[src/rtl/count_fifo_bundle.sv]
// count_fifo_bundle: three independent utilities sharing one clock/reset.
//   - Modulo-Threshold alarm counter (round-robin turn selection)
//   - CtrWidth up counter with clear/set/load/enable (work tracking)
//   - Buffering-deep first-word-fall-through FIFO (header buffering)
// Ports:
//   Clock, Reset            rising-edge clock, synchronous active-low reset
//   AlarmEnable             advance alarm counter
//   AlarmCount, AlarmDone   alarm value; Done = Enable && Count==Threshold-1
//   CtrClear/Set/Load/Enable, CtrIn, CtrCount   general counter
//   InData, InValid, InAccept                   FIFO write side
//   OutData, OutSend, OutReady                  FIFO read side (FWFT)
module count_fifo_bundle #(
  parameter int Threshold = 2,
  parameter int CtrWidth  = 8,
  parameter int FIFOWidth = 64,
  parameter int Buffering = 2,
  localparam int AWidth   = (Threshold > 2) ? $clog2(Threshold) : 1
) (
  input  logic                 Clock,
  input  logic                 Reset,
  input  logic                 AlarmEnable,
  output logic [AWidth-1:0]    AlarmCount,
  output logic                 AlarmDone,
  input  logic                 CtrClear,
  input  logic                 CtrSet,
  input  logic                 CtrLoad,
  input  logic                 CtrEnable,
  input  logic [CtrWidth-1:0]  CtrIn,
  output logic [CtrWidth-1:0]  CtrCount,
  input  logic [FIFOWidth-1:0] InData,
  input  logic                 InValid,
  output logic                 InAccept,
  output logic [FIFOWidth-1:0] OutData,
  output logic                 OutSend,
  input  logic                 OutReady
);

  localparam int PWidth = (Buffering > 1) ? $clog2(Buffering) : 1;
  localparam int OWidth = $clog2(Buffering + 1);

  // Alarm counter: explicit wrap so non-power-of-two moduli work.
  logic alarmAtTop;
  assign alarmAtTop = (AlarmCount == AWidth'(Threshold - 1));
  assign AlarmDone  = AlarmEnable && alarmAtTop;

  always_ff @(posedge Clock) begin
    if (!Reset)           AlarmCount <= '0;
    else if (AlarmEnable) AlarmCount <= alarmAtTop ? '0 : AlarmCount + AWidth'(1);
  end

  // General counter: clear > set > load > enable. CtrIn only reaches the
  // register on the load branch, so unknowns on it stay contained.
  always_ff @(posedge Clock) begin
    if (!Reset)         CtrCount <= '0;
    else if (CtrClear)  CtrCount <= '0;
    else if (CtrSet)    CtrCount <= '1;
    else if (CtrLoad)   CtrCount <= CtrIn;
    else if (CtrEnable) CtrCount <= CtrCount + CtrWidth'(1);
  end

  // FIFO
  logic [FIFOWidth-1:0] mem [Buffering];
  logic [PWidth-1:0]    wrPtr, rdPtr;
  logic [OWidth-1:0]    occ;
  logic                 push, pop;

  assign InAccept = (occ < OWidth'(Buffering));
  assign OutSend  = (occ != '0);
  assign push     = InValid && InAccept;
  assign pop      = OutSend && OutReady;
  assign OutData  = mem[rdPtr];

  function automatic logic [PWidth-1:0] nextPtr(input logic [PWidth-1:0] p);
    return (p == PWidth'(Buffering - 1)) ? '0 : p + PWidth'(1);
  endfunction

  // Storage needs no reset: pointers and occupancy define what is valid.
  always_ff @(posedge Clock) begin
    if (push) mem[wrPtr] <= InData;
  end

  always_ff @(posedge Clock) begin
    if (!Reset) begin
      wrPtr <= '0;
      rdPtr <= '0;
      occ   <= '0;
    end else begin
      if (push) wrPtr <= nextPtr(wrPtr);
      if (pop)  rdPtr <= nextPtr(rdPtr);
      case ({push, pop})
        2'b10:   occ <= occ + OWidth'(1);
        2'b01:   occ <= occ - OWidth'(1);
        default: occ <= occ;
      endcase
    end
  end

endmodule

[config.mk]
export PLATFORM = sky130hd
export DESIGN_NAME = count_fifo_bundle
export DESIGN_NICKNAME = d
export VERILOG_FILES = /design/src/rtl/count_fifo_bundle.sv
export SDC_FILE = /design/constraint.sdc
export NUM_CORES = 1
export LEC_CHECK = 0
export ABC_AREA = 1
export CORE_MARGIN = 4
export CORE_UTILIZATION = 38
export CTS_CLUSTER_DIAMETER = 50
export DETAILED_ROUTE_END_ITERATION = 16
export MAX_ROUTING_LAYER = met4
export PLACE_DENSITY = 0.66
export REMOVE_ABC_BUFFERS = 1
export SYNTH_ARGS = -nofsm -noshare
export SYNTH_HDL_FRONTEND = slang
export SYNTH_SLANG_ARGS = --single-unit
[constraint.sdc]
create_clock -name Clock -period 4.75 [get_ports Clock]
set_clock_uncertainty 0.05 [all_clocks]
set_input_delay 0.7125 -clock Clock [delete_from_list [all_inputs] [get_ports Clock]]
set_output_delay 0.7125 -clock Clock [all_outputs]
set_load 0.03 [all_outputs]
; ---- Yosys cells after proc, flatten, opt, wreduce, memory -nomap -nowiden
; Memory sizes are Yosys's and may differ from the RTL's. A register that Yosys moved wholly into a read port is not among the register bits.
; Cells that the tools add are included.
[word_totals]
register_bits = 13
mem_bits_rw = 128
input_bits = 81
output_inout_bits = 76
memories = 1
[classes]
add_sub_neg = 6
magnitude_cmp = 1
eq_ne = 2
n_mux = 11
bitwise_logic = 1
reduce_logical = 7
[memory_table]
columns = memory, words, width, rd, rd_clocked_by_memory_dff, write_ports, line
row1 = mem, 2, 64, 1, 1, 1, 62  ; logic [FIFOWidth-1:0] mem [Buffering];
[op_table]
columns = operator, n
row1 = 2-to-1 mux 8 bit, 3
row2 = "adder 8 x 1 -> 8 bit, second input constant", 1
row3 = 2-to-1 mux 1 bit, 7
row4 = case mux 2 bit (2 select lines), 1
row5 = nonzero test 2 bit, 2
row6 = "adder 1 bit, second input constant", 3
row7 = logical AND 1 bit, 3
row8 = nonzero test 3 bit, 1
row9 = "adder 2 x 1 -> 2 bit, second input constant", 1
row10 = "equality test 2 x 1 -> 1 bit, second input constant", 1
row11 = "equality test 2 bit, second input constant", 1
row12 = "< comparator 2 bit, second input constant", 1
row13 = OR reduction 2 bit, 1
row14 = "subtractor 2 x 1 -> 2 bit, second input constant", 1
row15 = inverter 1 bit, 1

; ---- Depth between registers and ports, before layout
[depth]
depth_word = 4
depth_mapped = 8
ltp_nobuf = 8

; ---- Worst setup path before layout
; OpenSTA, ideal clock, no wires.
[synth_timing]
kind = input-to-reg
start = input InValid
end = memory mem[1][0] (enable)
arrival_time_ps = 3520
path_slack_ps = 692
path_stages = 2
path_buffers = 0
cell_sequence = nand2_1 -> nor2_1
[synth_between]
elab_chain_len = 3
[synth_rtl]
columns = item, line
row1 = "start, declared", 31  ; input logic InValid,
row2 = logical AND 1 bit, 69  ; assign push = InValid && InAccept;
row3 = 2-to-1 mux 1 bit, 79  ; if (push) mem[wrPtr] <= InData;
row4 = 2-to-1 mux 1 bit (not written as such), 79
row5 = "end, declared", 62
; Every way passes these cells.

==> qor.yml <==
synthTopCellsByArea: "edfxtp_1 (67%), mux2_4 (16%), dfxtp_1 (4.9%)"
arrival_ns: 2.59
ios: 157
synth_top_area_frac: 0.673
cp-end-kind: "output pin"
dieArea_sq_um: 17000
status: "completed"
period_share: 0.706
die_y_um: 131
routed-via-count: 3137
die_w_um: 131
cts_tree: "built"
cap_violations: 0
synth-seq-cells: 142
ys_warn_count: 0
critPathKind: "reg -> out"
syn_avg_cell_area_sq_um: 18.4
fmax_mhz: 298
synthDistinctLibCells: 28
grt.total_usage: 0.139
vias_per_cell: 4.62
ctsResizeCount: 0
grt_setup_unrepaired: "false"
fin_crit_ns: 3.35
drive_above_1_share: 0.259
maxSlewViolCount: 0
worstReg2RegStart: "occ[1]"
final_area_sq_um: 8140
drtIter0Drc: 135
area.growth.synth_to_final_pct: 42.6
yosys.area_share.xor_xnor: 0
wire_per_inst_um: 16.6
dpl.hpwl_um: 7870
leakage_nw: 2.93
cts.sinks: 142
grt_max_degree: 45
grt_pass1_vias: 3246
peakVddDrop_mv: 0.298
path_max_fanout: 33
initial_core_util: 0.390
synth.area.mux_share: 0.166
portBuffers: 156
insertion_delay_ns: 0.41
ant_nets: 0
hold_path_class: "reg -> reg"
post-cts-setup-buffer-count: 0
coreArea_sq_um: 14600
wirelength_um: 11300
place_area_sq_um: 7480
startpoint_type: "flop"
hold_buffers: 0
antenna_found_initial: 0
slew_headroom: 0.450
path_clk_slew_ns: 0.06
ys_seq_area_frac: 0.722
root_buffer: "clkbuf_16"
fin_nets: 565
drt_first_pass_iters: 4
required_ns: 3.99
dp_slack_ns: 1.79
synth_compound_area_frac: 0.0388
hp-start: "rdPtr"
cts_max_path_buffers: 2
drc: 0
synthAdderAreaFrac: 0.00438
cts_buffers: 17
grt_overflow: 0
rrSetupSlack_ns: 2.74
syn_inst: 310
num_rows: 44
p_per_area_nw_per_um2: 517
fin_ws_ns: 1.40
tightestPinTransition_ns: 0.823
gp_congestion: 0.828
finalSetupViolations: 0
syn_area_sq_um: 5710
synth_top_cell_by_area: "edfxtp_1"
finalHoldViolCount: 0
antennaDiodeCount: 0
synth-simple-area-share: 0.0421
htreeDepth: 4
fin_setup_tns_ns: 0
grt_pass1_wl_um: 16900
synth_top_family_by_area: "multiplexers"
==> worst max-delay path, stage by stage (launching register included) <==
cell and delay [ns]:
dfxtp_4 0.73, buf_4 0.42, mux2_2 0.38, clkdlybuf4s50_1 0.60
==> layer usage <==
metal | vias to the layer above | wire length [um] | track usage
li1 | 1512 | - | -
met1 | 1488 | 4750 | 0.165
met2 | 120 | 5350 | 0.209
met3 | 17 | 979 | 0.0581
met4 | 0 | 178 | 0.0581
met5 | - | 0 | -
==> state kept, by name, summed over array words and instances (netlist names), named ones only <==
register,count
CtrCount,8
wrPtr,1
rdPtr,1
mem,128
AlarmCount,1
occ,2
==> synthesized netlist by cell type, drive strengths merged <==
cell type and number:
a31oi 1, edfxtp 128, nand3 11, nor2 11
a21oi 17, a21boi 1, inv 15, o21bai 2
ha 2, dfxtp 14, nor3 1, o211ai 1
o21ai 11, mux2 64, buf 8, o21a 1
nand2 22
==> cell families after synthesis <==
family,Yosys count
buf+inv,23
compound gates,34
flops,142
simple gates,45
fa+ha+maj,2
mux,64
==> path summary, 6_finish.rpt <==
check / depth (start not counted) / end
hold reg to reg: 1 / rdPtr
setup / recovery: 3 / OutData[2]
setup reg to reg: 4 / mem[1][21]
hold / removal: 1 / rdPtr
==> layout by cell type (no fill, tap or decap), drive strengths merged <==
cell and count:
nor2 11, mux2 64, dfxtp 14, a31oi 1
a21boi 1, o211ai 1, o21ai 11, o21a 1
clkdlybuf4s50 156, clkinvlp 4, bufinv 5, nand2 22
nand3 11, clkbuf 17, nor3 1, inv 19
o21bai 2, a21oi 17, edfxtp 128, ha 2
clkinv 2, buf 5
==> report_power, final <==
group,switching [mW],internal [mW]
clock network,0.513,0.940
logic,0.588,0.551
registers,0.0777,1.54
total,1.18,3.03
==> layout make-up <==
class,instances,area [sq um]
clock buffer,17,425
clock inverter,15,235
fill,1149,6500
inverter,15,61.3
multi-input combinational,145,1450
sequential,142,4130
tap,184,230
timing repair buffer,161,1610
==> stage by stage <==
stage	total power [mW]	hold slack, ns	instances	utilization
3_3_place_gp	2.79	0.390	647	0.511
2_1_floorplan	2.37	0.375	302	-
5_1_grt	4.40	0.438	679	0.556
3_5_place_dp	2.80	0.400	647	0.511
6_report	4.21	0.407	679	0.556
4_1_cts	4.27	0.411	679	0.556
Note: power is estimated with default switching activity, not from simulation.
